### src/rtl/mem_arbiter.sv
// Two-port round-robin arbiter sharing one synchronous memory between
// fetch and load/store; routes the one-cycle-late read data to its owner.
//
// Ports:
//   clock, reset                : clock, async active-high reset
//   fetch_req/addr/ready        : fetch request handshake
//   fetch_rvalid/rdata/err      : fetch response (err on misaligned address)
//   data_req/addr/wenable/...   : load/store request handshake
//   data_rvalid/rdata           : load data or store acknowledge
//   mem_*                       : memory block address/write/read lines

package isa_types;
  localparam int XLEN = 32;

  typedef enum logic [1:0] {
    WW_BYTE = 2'd0,
    WW_HALF = 2'd1,
    WW_WORD = 2'd2
  } write_width_t;
endpackage

module mem_arbiter
  import isa_types::*;
#(
  parameter int XLEN = 32
) (
  input  logic            clock,
  input  logic            reset,
  input  logic            fetch_req,
  input  logic [XLEN-1:0] fetch_addr,
  output logic            fetch_ready,
  output logic            fetch_rvalid,
  output logic [XLEN-1:0] fetch_rdata,
  output logic            fetch_err,
  input  logic            data_req,
  input  logic [XLEN-1:0] data_addr,
  input  logic            data_wenable,
  input  write_width_t    data_wwidth,
  input  logic [XLEN-1:0] data_wdata,
  output logic            data_ready,
  output logic            data_rvalid,
  output logic [XLEN-1:0] data_rdata,
  output logic [XLEN-1:0] mem_addr,
  output write_width_t    mem_wwidth,
  output logic            mem_wenable,
  output logic [XLEN-1:0] mem_wdata,
  input  logic [XLEN-1:0] mem_rdata
);

  typedef enum logic {
    LG_FETCH = 1'b0,
    LG_DATA  = 1'b1
  } last_t;

  typedef enum logic [2:0] {
    RO_NONE      = 3'd0,
    RO_FETCH     = 3'd1,
    RO_FETCH_ERR = 3'd2,
    RO_DATA_LD   = 3'd3,
    RO_DATA_ST   = 3'd4
  } owner_t;

  last_t  last_grant, last_next;
  owner_t resp_owner, owner_next;

  logic grant_fetch;
  logic grant_data;
  logic fetch_misaligned;

  assign fetch_misaligned = fetch_addr[1:0] != 2'b00;

  // On a tie, the port that did not win last time goes first.
  assign grant_fetch = !reset && fetch_req &&
                       (!data_req || last_grant == LG_DATA);
  assign grant_data  = !reset && data_req &&
                       (!fetch_req || last_grant == LG_FETCH);

  assign fetch_ready = grant_fetch;
  assign data_ready  = grant_data;
  assign mem_wwidth  = data_wwidth;
  assign mem_wdata   = data_wdata;

  always_comb begin
    mem_addr    = '0;
    mem_wenable = 1'b0;
    owner_next  = RO_NONE;
    last_next   = last_grant;
    unique case (1'b1)
      grant_fetch: begin
        mem_addr   = fetch_addr;
        last_next  = LG_FETCH;
        owner_next = fetch_misaligned ? RO_FETCH_ERR : RO_FETCH;
      end
      grant_data: begin
        mem_addr    = data_addr;
        mem_wenable = data_wenable;
        last_next   = LG_DATA;
        owner_next  = data_wenable ? RO_DATA_ST : RO_DATA_LD;
      end
      default: ;
    endcase
  end

  always_ff @(posedge clock or posedge reset) begin
    if (reset) begin
      resp_owner <= RO_NONE;
      last_grant <= LG_FETCH;
    end else begin
      resp_owner <= owner_next;
      last_grant <= last_next;
    end
  end

  // Read data is steered combinationally; validity comes from the register.
  always_comb begin
    fetch_rvalid = 1'b0;
    fetch_err    = 1'b0;
    fetch_rdata  = '0;
    data_rvalid  = 1'b0;
    data_rdata   = '0;
    unique case (resp_owner)
      RO_FETCH: begin
        fetch_rvalid = 1'b1;
        fetch_rdata  = mem_rdata;
      end
      RO_FETCH_ERR: begin
        fetch_rvalid = 1'b1;
        fetch_err    = 1'b1;
      end
      RO_DATA_LD: begin
        data_rvalid = 1'b1;
        data_rdata  = mem_rdata;
      end
      RO_DATA_ST: begin
        data_rvalid = 1'b1;
      end
      default: ;
    endcase
  end

endmodule

### config.mk
export PLATFORM = sky130hd
export DESIGN_NAME = mem_arbiter
export DESIGN_NICKNAME = d
export VERILOG_FILES = /design/src/rtl/mem_arbiter.sv
export SDC_FILE = /design/constraint.sdc
export NUM_CORES = 1
export LEC_CHECK = 0
export CAP_MARGIN = 20
export CORE_AREA = 4 4 102 104
export DETAILED_ROUTE_END_ITERATION = 10
export DIE_AREA = 0 0 106 108
export GPL_ROUTABILITY_DRIVEN = 0
export PLACE_DENSITY_LB_ADDON = 0.1
export SETUP_SLACK_MARGIN = 0.02
export SYNTH_ARGS = -nofsm -noshare
export SYNTH_HDL_FRONTEND = slang
export SYNTH_SLANG_ARGS = --single-unit
### constraint.sdc
create_clock -name clock -period 1.55 [get_ports clock]
set_input_delay 0.2325 -clock clock [delete_from_list [all_inputs] [get_ports clock]]
set_output_delay 0.2325 -clock clock [all_outputs]
set_load 0.1 [all_outputs]
==> results.sh, run 1 <==
export IMPL_fin_hold_ws_ns=0.0706
export IMPL_cts_root_buffer_cell="sky130_fd_sc_hd__clkbuf_8"
export IMPL_fin_nets=502
export IMPL_crit_path_end_kind="output port"
export IMPL_synth_top_cell_area_share_pct=31.3
export IMPL_synth_top_cells_by_area="sky130_fd_sc_hd__and2_1, sky130_fd_sc_hd__a22o_2, sky130_fd_sc_hd__buf_4, sky130_fd_sc_hd__dfrtp_1, sky130_fd_sc_hd__buf_6"
export IMPL_clock_fmax_ghz=0.575
export IMPL_boundaryPins=271
export IMPL_die_x_um=106
export IMPL_synth_largest_area_cell="sky130_fd_sc_hd__and2_1"
export IMPL_wirelength_um=8450
export IMPL_final_hold_viol_count=0
export IMPL_mostFrequentLayoutCells="sky130_fd_sc_hd__buf_12, sky130_fd_sc_hd__clkdlybuf4s50_1, sky130_fd_sc_hd__and2_4"
export IMPL_worst_skew_pair_latency_ns=0.21
export IMPL_setup_worst_path_class="flop to output port"
export IMPL_unrepaired_setup_endpoints_after_global_routing="yes"
export IMPL_tightestPinTransition_ns=0.250
export IMPL_hpwlAfterDp_um=6340
export IMPL_route_detailed_drc=0
export IMPL_grt_max_degree=34
export IMPL_final_setup_skew_ns=0.00308
export IMPL_grt_pass1_wl_um=11100
export IMPL_first_global_vias=2047
export IMPL_worst_slack_ns=-0.188
export IMPL_synth_yosys_warnings=0
export IMPL_placementRows=36
export IMPL_area_growth_pct=299
export IMPL_ant_nets=0
export IMPL_detailedPlace_worstSlack_ns=-0.376
export IMPL_power_sequential_fraction_pct=4.8
export IMPL_maxCapViolations=0
export IMPL_track_usage_pct=12.5
export IMPL_final_common_cell="sky130_fd_sc_hd__buf_12"
export IMPL_synth_avg_cell_area_um2=7.91
export IMPL_switching_power_mw=1.34
export IMPL_number_of_vias_per_cell_after_detailed_routing=4.01
export IMPL_design_die_area_um2=11400
export IMPL_peakVddDrop_mv=0.313
export IMPL_drt_pass1_iter_count=3
export IMPL_clock_sinks=4
export IMPL_setup_tns_ns=-13.97
export IMPL_critPathArrivalTime_ns=1.51
export IMPL_design_core_area_um2=9550
export IMPL_global_route_overflow_total=0
export IMPL_instances_no_fill=498
export IMPL_clockBufferDepth=2
export IMPL_ys_ff_latch=4
export IMPL_fin_crit_sh_pct=112
export IMPL_run_status="complete, but fails checks"
export IMPL_startpoint_type="flop"
export IMPL_cts_buffers_inserted=3
export IMPL_power_per_cell_area_nw_per_um2=508
export IMPL_violations="negative setup slack"
export IMPL_final_setup_viol_count=101
export IMPL_switching_share_pct=50.0
export IMPL_portion_of_the_post_synthesis_area_used_by_sequential_elements_pct=7.58
export IMPL_clkPwrFrac_pct=8.0
export IMPL_intPower_mw=1.34
export IMPL_leakage_nw=2.27
export IMPL_placed_cells_incl_taps=468
export IMPL_antenna_found_initial=0
export IMPL_synth_cells=167
export IMPL_average_wire_per_cell_in_the_routed_design_um=17.0
export IMPL_comb_power_share_pct=87.3
export IMPL_routed_via_count=1998
export IMPL_cts_htree_levels=1
export IMPL_slew_violations=0
export IMPL_worst_ep_required_time_ns=1.32
export IMPL_netlist_area_um2=1320
export IMPL_n_antenna_cell=0
export IMPL_dieHeight_um=108
export IMPL_post_route_cell_area_um2=5270
export IMPL_number_of_port_buffers=202
export IMPL_synthesis_nets=302
export IMPL_cts_tree="done"
export IMPL_timing_final_crit_period_ns=1.74
export IMPL_synth_distinct_cells=18
export IMPL_initial_core_utilization_pct=13.8
export IMPL_detailedRoute_firstIterationViolations=7
export IMPL_drive_above_1_share_pct=69.6
export IMPL_dpl_instance_area_um2=4720
export IMPL_timing_critical_path_fanout_max=6
export IMPL_slew_headroom_pct=83.3
export IMPL_holdCritPathClass="input pin to asynchronous set/reset pin"
export IMPL_cts_reportedPaths_clkPinSlew_ns=0.03
==> logic make-up after synthesis <==
kind of cell / synth area share, %
buffers and inverters: 27.0
and+or+nand+nor: 36.6
AOI/OAI and AO/OA: 28.9
DFF: 7.58
==> power groups by stage <==
| stage | combinational, mW | clock, mW | sequential (mW) |
|---|---|---|---|
| detailed placement | 2.15 | 0 | 0.131 |
| finish | 2.34 | 0.213 | 0.128 |
| floorplan | 1.67 | 0 | 0.129 |
| global route | 2.41 | 0.222 | 0.130 |
| CTS | 2.30 | 0.220 | 0.129 |
| global placement | 2.14 | 0 | 0.130 |
==> registers in the layout, indices dropped and copies added, names as in the netlist <==
name and cells:
last_grant 1, resp_owner 3
==> worst max-delay path, cell delays in order, from the launching register on <==
cell                        delay (ns)
sky130_fd_sc_hd__dfrtp_1          0.41
sky130_fd_sc_hd__nor3b_4          0.25
sky130_fd_sc_hd__buf_6            0.17
sky130_fd_sc_hd__clkbuf_16        0.15
sky130_fd_sc_hd__and2_4           0.15
sky130_fd_sc_hd__buf_12           0.16
==> per-layer routing <==
metal / global-route usage, % / vias to the layer above / wire length, um
li1: - / 934 / -
met1: 13.0 / 899 / 2940
met2: 23.2 / 157 / 4400
met3: 5.97 / 8 / 996
met4: 2.22 / 0 / 109
met5: 0 / - / 0
==> stage by stage <==
stage / total power, mW / utilization, %
2_1_floorplan: 1.79 / -
3_3_place_gp: 2.27 / 49.4
3_5_place_dp: 2.28 / 49.4
5_1_grt: 2.76 / 55.2
4_1_cts: 2.65 / 53.5
6_report: 2.68 / 55.2
==> timing repair <==
action,4_1_cts,5_1_grt
pin swaps,6,28
hold buffers,0,0
setup endpoints to repair,101,102
setup buffers,15,3
gates resized for setup,27,14
cloned,5,7
endpoints found under the hold margin,0,0
==> synthesized netlist by cell type (all sizes together) <==
master / count
a22o: 34
inv: 3
clkbuf: 6
nor2: 2
nor3b: 2
a21oi: 2
and3b: 1
dfrtp: 4
buf: 40
o21ai: 1
or2: 2
and2: 66
nand2b: 2
nand2: 1
a21o: 1
==> path summary, 6_finish.rpt <==
| kind | start | end | slack (ns) | depth (start not counted) |
|---|---|---|---|---|
| worst max-delay path | resp_owner[1]$_DFF_PP0_ | fetch_rdata[13] | -0.19 | 5 |
| worst min-delay path | reset | last_grant$_DFFE_PP0P_ | 0.07 | 2 |
| worst max register to register | last_grant$_DFFE_PP0P_ | resp_owner[0]$_DFF_PP0_ | 0.05 | 7 |
| worst min register to register | last_grant$_DFFE_PP0P_ | last_grant$_DFFE_PP0P_ | 0.67 | 2 |
| max in group asynchronous | reset | resp_owner[0]$_DFF_PP0_ | 1.33 | 2 |
| min in group clock | data_wdata[10] | mem_wdata[10] | 0.47 | 0 |
==> area by class of cell <==
| type | instances | area (um^2) |
|---|---|---|
| inverters | 3 | 11.3 |
| repair buffers | 241 | 3640 |
| fillers | 825 | 4280 |
| multi-input cells | 114 | 1310 |
| well taps | 133 | 166 |
| flip-flops and latches | 4 | 100 |
| clock buffers | 3 | 41.3 |
No activity file was read; power rests on OpenSTA's default activity.
==> inputs of run 2 (changes only) <==
--- a/constraint.sdc
+++ b/constraint.sdc
@@ -3,2 +3,2 @@
 set_output_delay 0.2325 -clock clock [all_outputs]
-set_load 0.1 [all_outputs]
+set_load 0.005 [all_outputs]
==> results.sh, run 2 (synthesis results as in run 1) <==
export IMPL_run_status="complete, but fails checks"
export IMPL_violations="negative setup slack"
export IMPL_crit_path_max_incr_delay_ns=0.41
export IMPL_number_of_vias_per_cell_after_detailed_routing=3.97
export IMPL_slew_headroom_pct=81.5
export IMPL_util_after_layout_pct=48.3
export IMPL_cts_root_buffer_cell="sky130_fd_sc_hd__clkbuf_8"
export IMPL_final_hold_viol_count=0
export IMPL_setup_reg_to_reg_worst_slack_ns=0.07
export IMPL_path_delay_family="buffers and inverters"
export IMPL_instances_no_fill=538
export IMPL_cts_hold_buffers_added=0
export IMPL_p_total_mw=1.59
export IMPL_timing_critical_path_fanout_max=5
export IMPL_setup_worst_path_class="flop to output port"
export IMPL_routed_via_count=2135
export IMPL_hpwlAfterDp_um=5300
export IMPL_cts_htree_levels=1
export IMPL_timing_critical_path_cells="buf_6 -> a21oi_4 -> buf_8 -> buf_16 -> buf_12 -> a22o_2 -> buf_2"
export IMPL_placementRows=36
export IMPL_dieHeight_um=108
export IMPL_antenna_found_initial=0
export IMPL_clockBufferDepth=2
export IMPL_holdCritPathClass="input pin to asynchronous set/reset pin"
export IMPL_slew_violations=0
export IMPL_drt_pass1_iter_count=4
export IMPL_fin_crit_sh_pct=120
export IMPL_worst_ep_required_time_ns=1.32
export IMPL_clock_sinks=4
export IMPL_die_x_um=106
export IMPL_wirelength_um=8870
export IMPL_grt_max_degree=34
export IMPL_crit_path_end_kind="output port"
export IMPL_post_route_cell_area_um2=4620
export IMPL_design_die_area_um2=11400
export IMPL_unrepaired_setup_endpoints_after_global_routing="yes"
export IMPL_startpoint_type="flop"
export IMPL_track_usage_pct=12.0
export IMPL_ant_nets=0
export IMPL_grt_pass1_wl_um=10900
export IMPL_path_buf_inv=5
export IMPL_n_antenna_cell=0
export IMPL_timing_final_crit_period_ns=1.86
export IMPL_clock_fmax_ghz=0.539
export IMPL_final_setup_viol_count=98
export IMPL_average_wire_per_cell_in_the_routed_design_um=16.5
export IMPL_detailedRoute_firstIterationViolations=36
export IMPL_route_detailed_drc=0
export IMPL_leakage_nw=2.24
export IMPL_mostFrequentLayoutCells="sky130_fd_sc_hd__buf_6, sky130_fd_sc_hd__clkdlybuf4s50_1, sky130_fd_sc_hd__and2_4"
export IMPL_peakVddDrop_mv=0.178
export IMPL_cts_reportedPaths_clkPinSlew_ns=0.03
export IMPL_global_route_overflow_total=0
export IMPL_cts_tree="done"
export IMPL_power_per_cell_area_nw_per_um2=344
export IMPL_first_global_vias=2076
export IMPL_fin_nets=542
export IMPL_number_of_port_buffers=202
export IMPL_critPathArrivalTime_ns=1.62
export IMPL_boundaryPins=271
export IMPL_fin_hold_ws_ns=0.176
export IMPL_worst_skew_pair_latency_ns=0.22
export IMPL_initial_core_utilization_pct=13.8
export IMPL_drive_above_1_share_pct=68.4
export IMPL_area_growth_pct=249
export IMPL_largest_register="resp_owner"
export IMPL_cts_buffers_inserted=3
export IMPL_dpl_instance_area_um2=3330
export IMPL_tightestPinTransition_ns=0.277
export IMPL_biggestRegsByFlops="resp_owner: 3 flops, last_grant: 1 flops"
export IMPL_worst_slack_ns=-0.306
export IMPL_largest_register_ffs=3
export IMPL_final_common_cell="sky130_fd_sc_hd__buf_6"
export IMPL_placed_cells_incl_taps=471
export IMPL_maxCapViolations=0
export IMPL_slowest_stage="sky130_fd_sc_hd__dfrtp_2"
export IMPL_design_core_area_um2=9550
export IMPL_final_setup_skew_ns=0.00388
==> run 2: timing repair <==
item	in CTS	in global routing
pin swaps	5	57
endpoints found under the setup margin	102	104
cloned	7	8
setup buffers	16	43
gates resized for setup	260	325
==> run 2: metal layers <==
metal | global-route usage [%] | wire, um
met2 | 22.8 | 4660
met3 | 4.90 | 954
met5 | 0 | 0
met4 | 3.24 | 80
met1 | 12.2 | 3170
==> run 2: metrics by stage <==
step / worst slack, ns / setup TNS, ns
after floorplan: 0.285 / 0
after global placement: -0.613 / -31.20
after CTS: -0.409 / -20.93
final: -0.306 / -18.20
after global routing: -0.371 / -23.51
after detailed placement: -0.604 / -30.98
==> run 2: path summary, 6_finish.rpt <==
kind	from	to	cells past startpoint
max	last_grant$_DFFE_PP0P_	mem_addr[0]	7
min	reset	resp_owner[1]$_DFF_PP0_	3
max reg2reg	last_grant$_DFFE_PP0P_	resp_owner[0]$_DFF_PP0_	7
min reg2reg	last_grant$_DFFE_PP0P_	last_grant$_DFFE_PP0P_	3
max in group asynchronous	reset	last_grant$_DFFE_PP0P_	3
min in group clock	data_req	last_grant$_DFFE_PP0P_	3
==> run 2: area by class of cell <==
class / instances / area (um^2)
Multi-Input combinational cell: 114 / 1190
Clock buffer: 3 / 41.3
Tap cell: 133 / 166
Sequential cell: 4 / 101
Fill cell: 926 / 4930
Inverter: 3 / 13.8
Timing Repair Buffer: 281 / 3110
==> run 2: power by group <==
part	switching [mW]	leakage [nW]	internal, mW
logic	0.374	2.17	0.865
clock network	0.0571	0.0216	0.166
registers	0.0110	0.0510	0.117
total	0.442	2.24	1.15
==> run 2: tightest hold or removal path, stage by stage <==
cell and delay (ns):
sky130_fd_sc_hd__dlygate4sd2_1 0.25, sky130_fd_sc_hd__buf_4 0.13, sky130_fd_sc_hd__inv_1 0.13
